## config.mk

```make
export PLATFORM = sky130hd
export DESIGN_NAME = digit_serial_adder
export DESIGN_NICKNAME = d
export VERILOG_FILES = /design/src/rtl/digit_serial_adder.sv
export SDC_FILE = /design/constraint.sdc
export NUM_CORES = 1
export LEC_CHECK = 0
export CAP_MARGIN = 40
export CORE_ASPECT_RATIO = 0.8
export CORE_MARGIN = 4
export CORE_UTILIZATION = 50
export CTS_CLUSTER_DIAMETER = 40
export DETAILED_ROUTE_END_ITERATION = 8
export PLACE_DENSITY = 0.78
export SYNTH_ARGS = -nofsm -noshare
export SYNTH_HDL_FRONTEND = slang
export SYNTH_SLANG_ARGS = --single-unit
```

## constraint.sdc

```tcl
create_clock -name clk -period 2.7 [get_ports clk]
set_input_delay 0.405 -clock clk [delete_from_list [all_inputs] [get_ports clk]]
set_output_delay 0.405 -clock clk [all_outputs]
set_load 0.05 [all_outputs]
```

## src/rtl/digit_serial_adder.sv

```systemverilog
// digit_serial_adder: WIDTH-bit add/subtract computed DIGIT bits per clock
// through a single ripple-carry slice, valid/ready on input and output.
// Ports: clk; rst_n (synchronous, active low);
//   in_valid/in_ready, a, b, cin, sub  -- operand handshake
//   acc (only with DIGSER_ACC_EN)      -- use last delivered sum as A
//   out_valid/out_ready, sum, cout, ovf -- result handshake
// Optional feature macro: DIGSER_ACC_EN.
module digit_serial_adder #(
  parameter int WIDTH = 8,
  parameter int DIGIT = 2
) (
  input  logic             clk,
  input  logic             rst_n,
  input  logic             in_valid,
  output logic             in_ready,
  input  logic [WIDTH-1:0] a,
  input  logic [WIDTH-1:0] b,
  input  logic             cin,
  input  logic             sub,
`ifdef DIGSER_ACC_EN
  input  logic             acc,
`endif
  output logic             out_valid,
  input  logic             out_ready,
  output logic [WIDTH-1:0] sum,
  output logic             cout,
  output logic             ovf
);

  localparam int NDIG = WIDTH / DIGIT;
  localparam int CW   = (NDIG > 1) ? $clog2(NDIG) : 1;

  if (DIGIT < 1 || (WIDTH % DIGIT) != 0) begin : g_bad_cfg
    $error("digit_serial_adder: WIDTH must be a multiple of DIGIT");
  end

  typedef enum logic [1:0] {
    IDLE = 2'd0,
    RUN  = 2'd1,
    DONE = 2'd2
  } state_e;

  state_e           state_q, state_d;
  logic [WIDTH-1:0] a_q, a_d;
  logic [WIDTH-1:0] b_q, b_d;
  logic [WIDTH-1:0] sh_q, sh_d;
  logic [WIDTH-1:0] sum_q, sum_d;
  logic             carry_q, carry_d;
  logic [CW-1:0]    cnt_q, cnt_d;
  logic             cout_q, cout_d;
  logic             ovf_q, ovf_d;

  logic             accept;
  logic             running;
  logic             last;
  logic [WIDTH-1:0] opa;
  logic [DIGIT-1:0] a_lo;
  logic [DIGIT-1:0] b_lo;
  logic [DIGIT:0]   slice;
  logic             msb_cin;
  logic [WIDTH+DIGIT-1:0] a_cat;
  logic [WIDTH+DIGIT-1:0] b_cat;
  logic [WIDTH+DIGIT-1:0] sh_cat;

  assign accept  = in_valid && (state_q == IDLE);
  assign running = (state_q == RUN);
  assign last    = (cnt_q == '0);

  // sum_q only changes on the final digit, so it still holds the
  // last delivered result while the machine is idle.
`ifdef DIGSER_ACC_EN
  assign opa = acc ? sum_q : a;
`else
  assign opa = a;
`endif

  // One DIGIT-bit ripple slice; the carry into its top bit is
  // recovered from the sum bit so overflow needs no extra adder.
  assign a_lo    = a_q[DIGIT-1:0];
  assign b_lo    = b_q[DIGIT-1:0];
  assign slice   = {1'b0, a_lo} + {1'b0, b_lo}
                 + {{DIGIT{1'b0}}, carry_q};
  assign msb_cin = a_lo[DIGIT-1] ^ b_lo[DIGIT-1]
                 ^ slice[DIGIT-1];

  // Wide concatenations keep the shifts legal when DIGIT == WIDTH.
  assign a_cat  = {{DIGIT{1'b0}}, a_q};
  assign b_cat  = {{DIGIT{1'b0}}, b_q};
  assign sh_cat = {slice[DIGIT-1:0], sh_q};

  // State register
  always_ff @(posedge clk) begin
    if (!rst_n) begin
      state_q <= IDLE;
    end else begin
      state_q <= state_d;
    end
  end

  // Next-state logic
  always_comb begin
    state_d = state_q;
    unique case (state_q)
      IDLE: if (in_valid) state_d = RUN;
      RUN:  if (last) state_d = DONE;
      DONE: if (out_ready) state_d = IDLE;
      default: state_d = IDLE;
    endcase
  end

  // Output logic
  always_comb begin
    in_ready  = (state_q == IDLE);
    out_valid = (state_q == DONE);
  end

  // Datapath next values
  always_comb begin
    a_d     = a_q;
    b_d     = b_q;
    sh_d    = sh_q;
    sum_d   = sum_q;
    carry_d = carry_q;
    cnt_d   = cnt_q;
    cout_d  = cout_q;
    ovf_d   = ovf_q;
    unique case (1'b1)
      accept: begin
        a_d     = opa;
        b_d     = sub ? ~b : b;
        carry_d = cin ^ sub;
        cnt_d   = CW'(NDIG - 1);
      end
      running: begin
        a_d     = a_cat[WIDTH+DIGIT-1:DIGIT];
        b_d     = b_cat[WIDTH+DIGIT-1:DIGIT];
        sh_d    = sh_cat[WIDTH+DIGIT-1:DIGIT];
        carry_d = slice[DIGIT];
        if (last) begin
          cnt_d  = '0;
          sum_d  = sh_cat[WIDTH+DIGIT-1:DIGIT];
          cout_d = slice[DIGIT];
          ovf_d  = msb_cin ^ slice[DIGIT];
        end else begin
          cnt_d  = cnt_q - CW'(1);
        end
      end
      default: ;
    endcase
  end

  // Datapath registers
  always_ff @(posedge clk) begin
    if (!rst_n) begin
      a_q     <= '0;
      b_q     <= '0;
      sh_q    <= '0;
      sum_q   <= '0;
      carry_q <= 1'b0;
      cnt_q   <= '0;
      cout_q  <= 1'b0;
      ovf_q   <= 1'b0;
    end else begin
      a_q     <= a_d;
      b_q     <= b_d;
      sh_q    <= sh_d;
      sum_q   <= sum_d;
      carry_q <= carry_d;
      cnt_q   <= cnt_d;
      cout_q  <= cout_d;
      ovf_q   <= ovf_d;
    end
  end

  assign sum  = sum_q;
  assign cout = cout_q;
  assign ovf  = ovf_q;

endmodule
```

==> metrics.md <==
| Metric | Value |
|---|---|
| Run status | complete, no violations |
| Non-Filler Instances | 248 |
| CTS tree | yes |
| Synthesized net count | between 200 and 250 |
| Period utilization | ~80% |
| Core Area | 3176 µm² |
| Crit path time final | approximately 2200 ps |
| Max-cap violations | 0 |
| ANT nets after route | 0 |
| Largest family of logic cells by synthesized area | compound AO/OA/AOI/OAI gates |
| Required time worst endpoint | around 2300 ps |
| Crit-path slowest cell | clkdlybuf4s50_1 |
| PwrDens | slightly below 700 nW/µm² |
| Seq cells post-synth | 37 |
| Async S/R FF share, synth | 0% |
| CTS buffer count | 5 |
| Gr usage total | 18.16% |
| Setup Buffers After CTS | 0 |
| CP delay by family, top | buffers and inverters |
| Pins Over Slew Limit | 0 |
| Worst-path clk slew | approximately 70 ps |
| Pre-CTS WS | ~640 ps |
| Post-synth top area share | 43.50% |
| Critical path, cell by cell | buf_4 > nor2_1 > clkdlybuf4s50_1 |
| Final wirelength | roughly 3.7 mm |
| Synth warn | 0 |
| Buffers & Inverters on Critical Path | 2 |
| DR iter-0 viols | just under 90 |
| Hold crit path type | reg -> reg |
| Post-synthesis adder-cell area fraction | 3.086% |
| Area delta synth->final | 28.29% |
| Vias/cell | between 5 and 6 |
| Setup_tns | 0 ps |
| Post-CTS Resized | 0 |
| Crit path launch type | flip-flop |
| Mux contribution to synthesized area | around 3.5% |
| Crit path DAT | 1750 ps |
| Slew @ Worst Pin | roughly 630 ps |
| Final #Nets | about 230 |
| # setup viols final | 0 |
| Vias in the first global route | 1,445 |
| Syn avg cell area | a little under 10 µm² |
| Die width | about 73 µm |
| Fillers | 235 |
| Worst-skew pair later-pin latency | just under 300 ps |
| FMAX | 0.4634 GHz |
| Total congestion overflow | 0 |
| Final worst-path setup slack | 542.1 ps |
| WS Path Type | reg -> out |
| Hold Slack | around 480 ps |
| Most frequent cell after synthesis | dfxtp_1 |
| Synth area leaders | dfxtp_1, nand2_1, nor2b_1 |
| Synthesized area | 1703 µm² |
| Antenna Cells | 0 |
| Largest stage delay on the critical path | between 800 and 900 ps |
| Initial antenna violation count | 0 |
| Share of post-route cells with drive strength above 1 | about a tenth |
| Sink Count | 37 |
| Global-route wire length before repair | between 6 and 7 mm |
| Post-synth EDFFs | 0 |
| Port bufs | 33 |
| Root buf cell | clkbuf_8 |
| XOR/XNOR Fraction of Synth Area | 5.658% |
| Netlist cell types | 29 |
| Routed WL per cell | roughly 15 µm |
| Die area | 4409 µm² |
| Worst-path maximum fanout | 15 |
| Die H | ~60 µm |
| Top FF cell, synth | dfxtp_1 |
| Placed cells | 240 |
| Final setup skew | between 4 and 5 ps |
| DP HPWL | roughly 2.5 mm |
| H-tree Lvls | 2 |
| P_leak | 0.8454 nW |
| Drt drc | 0 |
| RD Place Congestion | 0.7728 |
| VDD IR-drop max | around 0.52 mV |
| Core Util, Final | 68.79% |
| Max-slew headroom | 57.92% |
| Cells after synthesis | roughly 180 |
| I/O Pins | 34 |
| FP Rows | 18 |
| Pin count of the biggest net entering global routing | 39 |
| Compound-Gate Fraction of Synth Area | between 20% and 30% |
| Initial core utilization | between 50% and 60% |
| RSZ-0062 raised after global routing | false |
| First drt pass iteration count | 6 |
| Cell taking the most area after synthesis | dfxtp_1 |
| Clock Tree Buf Depth | 2 |
| Simple-Gate Fraction of Synth Area | 15.58% |
| Vias | about 1,400 |
| Commonest cells in the netlist | dfxtp_1, nand2_1, nor2b_1, nor2_1 |
| Final Hold Vio Count | 0 |
| Register area share after synthesis | 43.50% |
| Endpoint type of the worst setup path | primary output |
| CTS Hold Bufs | 0 |
worst register-to-register path, delay by kind of cell, from the launching register on:
kind | cells | cell delay, ps
buffers and inverters | 1 | 60
AO/OA/AOI/OAI | 1 | 100
flip-flops | 1 | 340
adder cells (fa/ha/maj) | 2 | 980
XOR/XNOR | 2 | 320
final timing paths:
check,cells after the start,to,startpoint,slack (ps)
setup / recovery,3,in_ready,state_q[1]$_SDFFE_PN0P_,540
hold / removal,2,sh_q[2]$_SDFFE_PN0P_,sh_q[2]$_SDFFE_PN0P_,480
setup reg to reg,6,ovf$_SDFFE_PN0P_,a_q[0]$_SDFFE_PN0P_,770
hold reg to reg,2,sh_q[2]$_SDFFE_PN0P_,sh_q[2]$_SDFFE_PN0P_,480
cell families after synthesis:
logic type      count (synthesis)
xor+xnor                       11
compound gates                 48
simple gates                   52
fa+ha+maj                       3
flops                          37
buf+inv                        19
mux                             6
routing by layer:
layer / global-route usage, % / vias up / share of wire, % / wire length (µm)
li1: - / 675 / - / -
met4: 8.158 / 0 / 1.1 / 40
met2: 29.81 / 25 / 48 / 1762
met1: 21.88 / 678 / 47 / 1723
met5: 0 / - / 0 / 0
met3: 5.546 / 4 / 4.2 / 156
cell type report:
| cell class | instances | area (µm²) | share of cell area [%] |
|---|---|---|---|
| Clock buffer | 5 | 68.82 | 3.150 |
| Inverter | 6 | 22.52 | 1.031 |
| Tap cell | 40 | 50.05 | 2.291 |
| Sequential cell | 37 | 740.7 | 33.91 |
| Clock inverter | 3 | 65.06 | 2.978 |
| Timing Repair Buffer | 37 | 360.3 | 16.49 |
| Multi-Input combinational cell | 120 | 877.1 | 40.15 |
cell usage in the layout, fill, tap and decap left out, drive strengths merged, types with 7 or more instances in the layout:
cell type,count
xnor2,8
a21boi,8
clkdlybuf4s50,33
dfxtp,37
nand2,23
o21ai,8
nor2b,12
nor2,9
a32o,7
per-stage QoR:
| step | power, mW | instance area, µm² |
|---|---|---|
| CTS | 1.482 | 2185 |
| global route | 1.535 | 2185 |
| floorplan | 0.8291 | 1703 |
| global placement | 0.9080 | 2051 |
| finish | 1.477 | 2185 |
| detailed placement | 0.9149 | 2051 |
power by group:
| group | switching [mW] | internal, mW |
|---|---|---|
| Sequential | 0.0306 | 0.588 |
| Combinational | 0.150 | 0.138 |
| Clock | 0.203 | 0.367 |
| Total | 0.384 | 1.09 |
registers in the layout (all words and copies together), names as in the netlist:
name and count:
a_q 8, b_q 8, carry_q 1, cnt_q 2, cout 1, ovf 1, sh_q 6, state_q 2
sum 8
No activity file was read; power rests on OpenSTA's default activity.
